<file path="config.mk">
export PLATFORM = sky130hd
export DESIGN_NAME = muldiv_sequencer
export DESIGN_NICKNAME = d
export VERILOG_FILES = /design/src/rtl/muldiv_sequencer.sv
export SDC_FILE = /design/constraint.sdc
export NUM_CORES = 1
export LEC_CHECK = 0
export ABC_AREA = 0
export CORE_MARGIN = 2
export CORE_UTILIZATION = 57
export DETAILED_ROUTE_END_ITERATION = 16
export GPL_TIMING_DRIVEN = 0
export PLACE_DENSITY = 0.81
export SKIP_LAST_GASP = 1
export SYNTH_ARGS = -nofsm -noshare
export SYNTH_HDL_FRONTEND = slang
export SYNTH_SLANG_ARGS = --single-unit
</file>
<file path="constraint.sdc">
create_clock -name clk -period 3.9 [get_ports clk]
set_clock_uncertainty 0.05 [all_clocks]
set_input_delay 0.78 -clock clk [delete_from_list [all_inputs] [get_ports clk]]
set_output_delay 0.78 -clock clk [all_outputs]
set_load 0.01 [all_outputs]
</file>
<file path="src/rtl/muldiv_sequencer.sv">
// Iterative 16x16 shift-add multiplier / restoring divider: 16 CALC cycles, divide-by-zero short-cuts to DONE.
// Define MULDIV_SIGNED_EN for two's-complement operands (magnitude datapath plus sign fix-up on the result).
module muldiv_sequencer (
  input  logic        clk,
  input  logic        rst,
  input  logic        halt_sys,
  input  logic        start,
  input  logic        op,
  input  logic [15:0] a,
  input  logic [15:0] b,
  output logic        busy,
  output logic        stall,
  output logic        done,
  output logic        div0,
  output logic [31:0] result
);

  typedef enum logic [1:0] {IDLE, CALC, DONE} state_t;

  state_t      state;
  logic [3:0]  cnt;
  logic        op_q;
  logic [15:0] opnd;
  logic [15:0] hi;
  logic [15:0] lo;

  logic [16:0] add_sum;
  logic [16:0] shifted;
  logic [16:0] sub_diff;
  logic [15:0] hi_nx;
  logic [15:0] lo_nx;
  logic [31:0] fin;
  logic [15:0] a_m;
  logic [15:0] b_m;

`ifdef MULDIV_SIGNED_EN
  logic neg_p;
  logic neg_r;

  assign a_m = a[15] ? 16'(-a) : a;
  assign b_m = b[15] ? 16'(-b) : b;
`else
  assign a_m = a;
  assign b_m = b;
`endif

  // hi/lo hold {acc, multiplier} for multiply and {remainder, quotient} for divide,
  // so the final step already has the result layout for both operations.
  always_comb begin
    add_sum  = {1'b0, hi} + {1'b0, opnd};
    shifted  = {hi, lo[15]};
    sub_diff = shifted - {1'b0, opnd};
    hi_nx    = hi;
    lo_nx    = lo;
    if (!op_q) begin
      if (lo[0]) {hi_nx, lo_nx} = {add_sum, lo[15:1]};
      else       {hi_nx, lo_nx} = {1'b0, hi, lo[15:1]};
    end else begin
      // sub_diff[16] is the borrow: set only when the shifted remainder is below the divisor
      if (!sub_diff[16]) begin
        hi_nx = sub_diff[15:0];
        lo_nx = {lo[14:0], 1'b1};
      end else begin
        hi_nx = shifted[15:0];
        lo_nx = {lo[14:0], 1'b0};
      end
    end
`ifdef MULDIV_SIGNED_EN
    if (op_q) fin = {(neg_r ? 16'(-hi_nx) : hi_nx), (neg_p ? 16'(-lo_nx) : lo_nx)};
    else      fin = neg_p ? 32'(-{hi_nx, lo_nx}) : {hi_nx, lo_nx};
`else
    fin = {hi_nx, lo_nx};
`endif
  end

  always_ff @(posedge clk or posedge rst) begin
    if (rst) begin
      state  <= IDLE;
      cnt    <= 4'd0;
      op_q   <= 1'b0;
      opnd   <= 16'h0;
      hi     <= 16'h0;
      lo     <= 16'h0;
      div0   <= 1'b0;
      result <= 32'h0;
`ifdef MULDIV_SIGNED_EN
      neg_p  <= 1'b0;
      neg_r  <= 1'b0;
`endif
    end else if (!halt_sys) begin
      case (state)
        IDLE: begin
          if (start) begin
            op_q <= op;
            opnd <= op ? b_m : a_m;
            lo   <= op ? a_m : b_m;
            hi   <= 16'h0;
            cnt  <= 4'd0;
`ifdef MULDIV_SIGNED_EN
            neg_p <= a[15] ^ b[15];
            neg_r <= a[15];
`endif
            if (op && (b == 16'h0)) begin
              state  <= DONE;
              div0   <= 1'b1;
              result <= {a, 16'hFFFF};
            end else begin
              state <= CALC;
            end
          end
        end
        CALC: begin
          hi  <= hi_nx;
          lo  <= lo_nx;
          cnt <= cnt + 4'd1;
          if (cnt == 4'd15) begin
            state  <= DONE;
            div0   <= 1'b0;
            result <= fin;
          end
        end
        DONE:    state <= IDLE;
        default: state <= IDLE;
      endcase
    end
  end

  assign busy  = (state != IDLE);
  assign stall = !halt_sys && (((state == IDLE) && start) || (state == CALC));
  assign done  = !halt_sys && (state == DONE);

endmodule

</file>
; ---- Yosys cells after proc, flatten, opt, wreduce, memory -nomap -nowiden
; Cells that the tools add are included.
[classes]
n_addsub = 3
bitwise = 1
mux = 26
n_eq_ne = 6
n_reduce_logical = 14
[op_table]
columns = cell, n
row1 = 2-to-1 mux 16 bit, 9
row2 = 2-to-1 mux 32 bit, 3
row3 = one-hot mux 16 bit (2 select lines), 2
row4 = one-hot mux 32 bit (2 select lines), 1
row5 = adder 16 x 16 -> 17 bit, 1
row6 = subtractor 17 x 16 -> 17 bit, 1
row7 = zero test 16 bit, 1
row8 = AND reduction 3 bit, 3
row9 = one-hot mux 4 bit (2 select lines), 1
row10 = 2-to-1 mux 2 bit, 3
row11 = inequality test 2 bit (second input constant), 3
row12 = AND reduction 5 bit, 1
row13 = adder 4 x 1 -> 4 bit (second input constant), 1
row14 = equality test 4 bit (second input constant), 1
row15 = logical AND 1 bit, 4
row16 = 2-to-1 mux 1 bit, 4
row17 = 2-to-1 mux 4 bit, 1
row18 = one-hot mux 2 bit (2 select lines), 1
row19 = nonzero test 2 bit, 2
row20 = equality test 2 x 1 -> 1 bit (second input constant), 1
row21 = equality test 2 bit (second input constant), 1
row22 = zero test 2 bit, 1
row23 = one-hot mux 1 bit (2 select lines), 1
row24 = zero test 1 bit, 1
row25 = 2 further kinds, 2
[word_totals]
input_bits = 37
reg_bits = 88

; ---- Depth between registers and ports, before layout
[depth]
ltp_word = 5
mapped_depth = 13

; ---- Worst setup path after synthesis
; No wires, ideal clock.
[synth_timing]
path_type = register to register
startpoint = reg lo[15]
endpoint = reg hi[1]
path_buffers = 0
t_arrival_ns = 2.554
path_stages_with_launch = 13
t_required_ns = 3.716
path_slack_ns = 1.162
setup_ns = 0.134
path_cell_list = dfrtp_1 -> inv_1 -> ha_1 -> inv_1 -> fa_1 -> a211oi_1 -> o211ai_1 -> nand4_1 -> o2111a_2 -> nand2_1 -> and3_1 -> a311oi_1 -> o21ai_0
[synth_via]
elab_chain_cells = 4
[synth_rtl]
columns = element, line
row1 = start: declaration, 25  ; logic [15:0] lo;
row2 = start signal: assignment, 96  ; lo <= op ? a_m : b_m;
row3 = start signal: assignment, 114  ; lo <= lo_nx;
row4 = subtractor 17 x 16 -> 17 bit, 52  ; sub_diff = shifted - {1'b0, opnd};
row5 = 2-to-1 mux 16 bit, 60  ; if (!sub_diff[16]) begin
row6 = 2-to-1 mux 16 bit, 55  ; if (!op_q) begin
row7 = one-hot mux 16 bit (2 select lines), 91  ; case (state)
row8 = end signal: assignment, 113  ; hi <= hi_nx;
row9 = end: declaration, 24  ; logic [15:0] hi;
; No other way between the ends.
; A chain may end at the register's enable or synchronous reset.

; ---- Final worst setup path
[layout_timing]
startpoint = in halt_sys
endpoint = out stall
[layout_via]
elab_chain_cells = 2
[layout_rtl]
columns = element, line
row1 = start: declaration, 6  ; input logic halt_sys,
row2 = zero test 1 bit, 129  ; assign stall = !halt_sys && (((state == IDLE) && start) || (state == CALC));
row3 = logical AND 1 bit, 129
row4 = end: declaration, 12  ; output logic stall,
; No other way between the ends.

==> reports/qor.log <==
[placement] DP Worst Slack 0.0223 ns
[final_layout] most common cell after layout, fill and taps aside sky130_fd_sc_hd__dfrtp_1
[final_layout] FF+latch area 2200 um^2
[global_routing] all-layer global routing usage 0.354
[floorplanning] chip width 108 um
[logic_synthesis] async set-reset flop share out of synthesis 1.00
[drt] number of vias after detailed routing 6182
[timing] hold violation count in the final report 0
[clock_tree] clock insertion delay at the later pin of the skew report 0.37 ns
[timing] count of final setup violators 0
[drt] Post-DRT Antenna Nets 0
[clock_tree] H-tree Lvls 3
[final_layout] fillcell total 850
[placement] final HPWL from detailed placement 15.5 mm
[flow_run] # Max-Cap Violations 0
[worst_setup_path] max incr delay on CP 0.60 ns
[logic_synthesis] EDFF count, synth 0
[drt] initial drt markers 600
[timing] max-slew headroom at the worst pin 0.428
[logic_synthesis] synthesis-stage register bit count 88
[floorplanning] area of the placeable core 10400 um^2
[worst_setup_path] Critical Path Start Type input port
[floorplanning] die extent in y 108 um
[worst_hold_path] hold path startpoint result[12]$_DFFE_PP0P_
[floorplanning] number of standard-cell rows in the floorplan 37
[power] Design Power 0.00731 W
[placement] Port Buffer Count 71
[logic_synthesis] mean area per synthesized cell 8.57 um^2
[power] peak supply drop 0.000936 V
[final_layout] Layout Nets 869
[logic_synthesis] sequential-to-total area share from yosys stat 0.360
[worst_setup_path] R2R Path Start lo[15]$_DFFE_PP0P_
[logic_synthesis] Yosys Warn Count 0
[worst_setup_path] Worst setup startpoint halt_sys
[drt] wire length after detailed routing 20.2 mm
[global_routing] global route overflow 0
[power] ratio of total power to cell area 1010 nW/um^2
[global_routing] wire length of the first global-routing pass 31.3 mm
[worst_setup_path] reg-to-reg setup timing slack 0.24 ns
[clock_tree] clock transition at the registers of the reported paths 0.09 ns
[drt] number of remaining DRC errors 0
[timing] transition time at the pin with the least slew margin 0.852 ns
[placement] area after detailed placement 7030 um^2
[timing] minimum clock period after layout 3.80 ns
[clock_tree] clock tree from TritonCTS done
[worst_setup_path] cell repeated most along the worst path sky130_fd_sc_hd__clkdlybuf4s50_1
[final_layout] Non-Filler Cell Area, Final 7250 um^2
[worst_setup_path] critical path capture point type output port
[timing] maximum clock rate 0.263 GHz
[clock_tree] TritonCTS Buffers 9
[global_routing] maximum number of pins on one net before global-route repair 70
[global_routing] via count of the first global-routing pass 5873
[drt] average routed wire per standard cell 21.5 um
[worst_setup_path] CP Cell Sequence clkdlybuf4s50_1 -> nor2_1 -> o21ai_1 -> clkinv_2 -> clkdlybuf4s50_1
[logic_synthesis] most used flip-flop cell after synthesis sky130_fd_sc_hd__dfrtp_1
[worst_setup_path] cell family with most CP delay buffers and inverters
[clock_tree] clock root cell sky130_fd_sc_hd__clkbuf_8
[logic_synthesis] cell area after synthesis 6120 um^2
[drt] length of the first detailed-routing pass in iterations 6
[timing] RSZ-0062 raised after global routing false
[clock_tree] post-CTS repair timing setup buffer count 0
[logic_synthesis] cell count after synthesis 714
[power] leakage power of the design 3.32 nW
[global_routing] antenna violations before repair 0
[clock_tree] Max Root-Sink Buffers 2
[floorplanning] Initial Util 0.590
[worst_setup_path] highest net fanout along the worst path 9
[worst_setup_path] combined buffer and inverter count along the critical path 3
[status] outcome completed
[worst_setup_path] data required time at the worst endpoint 3.07 ns
[timing] fin worst setup slack 0.104 ns
[timing] Final Max Slew Viols 0
[worst_hold_path] worst min-delay path category register to register
[final_layout] antenna diode count 0
[final_layout] area occupied by multi-input gates 3650 um^2
[floorplanning] number of ports placed on the die boundary 73
[worst_setup_path] Worst EP arrival 2.97 ns
[worst_setup_path] Critical-path top delay cell sky130_fd_sc_hd__clkdlybuf4s50_1
[logic_synthesis] count of cell types in the netlist 60
[logic_synthesis] total nets after synthesis 786
[final_layout] area growth from synthesis to layout 18.4%
[floorplanning] overall die area 11600 um^2
[final_layout] commonest cells after routing, fill and taps aside 88 x sky130_fd_sc_hd__dfrtp_1, 71 x sky130_fd_sc_hd__clkdlybuf4s50_1, 69 x sky130_fd_sc_hd__nand2_1, 58 x sky130_fd_sc_hd__a21oi_1, 57 x sky130_fd_sc_hd__o21ai_0
[clock_tree] count of clock tree sinks 88
[worst_setup_path] class of the most critical setup path input port to output port
[timing] share of the cycle needed by the critical path after routing 0.973
[placement] routability cong. 0.969
[final_layout] fraction of final layout cells sized beyond drive strength 1 0.0449
[drt] average via count per standard cell 6.59
[clock_tree] Post-CTS Hold Fix Bufs 0
[layer usage]
layer,track usage,vias up,routed length [um]
li1,-,2790,-
met1,0.491,2986,8470
met2,0.551,341,9120
met3,0.0769,65,1830
met4,0.123,0,758
met5,0,-,0
[metrics by stage]
stage | instances | hold slack, ns | utilization | setup TNS [ns]
2_1_floorplan | 714 | 0.413 | - | 0
4_1_cts | 938 | 0.444 | 0.699 | 0
5_1_grt | 938 | 0.468 | 0.699 | 0
6_report | 938 | 0.439 | 0.699 | 0
3_5_place_dp | 922 | 0.421 | 0.678 | 0
3_3_place_gp | 921 | 0.416 | 0.675 | -47.77
[report_power, final]
part	internal, W	switching (W)
registers	0.00133	0.000424
clock network	0.000336	0.000349
logic	0.00199	0.00288
[Yosys cell counts, drive strengths merged, types with 4 or more instances]
cell type	instances	area (um^2)
o21a	7	52.6
o21ai	63	315
o22ai	6	37.5
nor3b	4	30.0
a31oi	4	25.0
nand2b	6	37.5
clkbuf	27	101
nor4	4	25.0
a32o	5	50.1
nor3	11	55.1
nand3	22	110
a31o	4	35.0
or3	4	25.0
inv	26	97.6
a21o	27	203
nand2	69	259
a211o	5	43.8
mux2i	36	360
nor2b	5	31.3
and3	15	98.8
and2	13	83.8
a211oi	39	293
a21oi	58	290
buf	11	55.1
xor2	7	61.3
nor2	55	206
ha	33	413
dfrtp	88	2200
xnor2	11	96.3
o211ai	9	67.6
[layout make-up]
cell class,instances,share of cell area
Tap cell,136,0.0235
Timing Repair Buffer,72,0.102
Multi-Input combinational cell,559,0.504
Clock inverter,5,0.00880
Sequential cell,88,0.304
Inverter,29,0.0155
Clock buffer,11,0.0209
Buffer,38,0.0216
[worst reg2reg max path: cells and delay by family, from the launching register on]
kind                       cells  cell delay, ns
AOI/OAI and AO/OA              5            1.36
adders and majority gates      2            0.69
buffers and inverters          2            0.26
DFF                            1            0.40
and+or+nand+nor                3            0.78
[state kept, by name, indices dropped and copies added (netlist names)]
name    flops
result     32
cnt         4
state       2
lo         16
op_q        1
div0        1
hi         16
opnd       16
[path summary, 6_finish.rpt]
path                                           to  depth (start not counted)
max in group asynchronous  result[15]$_DFFE_PP0P_                          3
min reg2reg                result[12]$_DFFE_PP0P_                          2
min in group asynchronous      lo[13]$_DFFE_PP0P_                          2
max                                         stall                          5
max reg2reg                     hi[1]$_DFFE_PP0P_                         12
min                        result[12]$_DFFE_PP0P_                          2
[kinds of logic (layout without fill, tap and decap cells)]
logic type / count (synthesis) / in the layout / synth area share
AOI/OAI and AO/OA: 251 / 251 / 0.268
xor gates and xnor gates: 18 / 18 / 0.0258
adders and majority gates: 35 / 35 / 0.0740
buffers and inverters: 67 / 155 / 0.0433
DFF: 88 / 88 / 0.360
muxes: 37 / 37 / 0.0607
and+or+nand+nor: 218 / 218 / 0.169
[timing repair]
item / 4_1_cts / 5_1_grt
endpoints found under the setup margin: 1 / 0
endpoints found under the hold margin: 0 / 0
resized for setup: 1 / 0
Note: power is estimated with default switching activity, not from simulation.
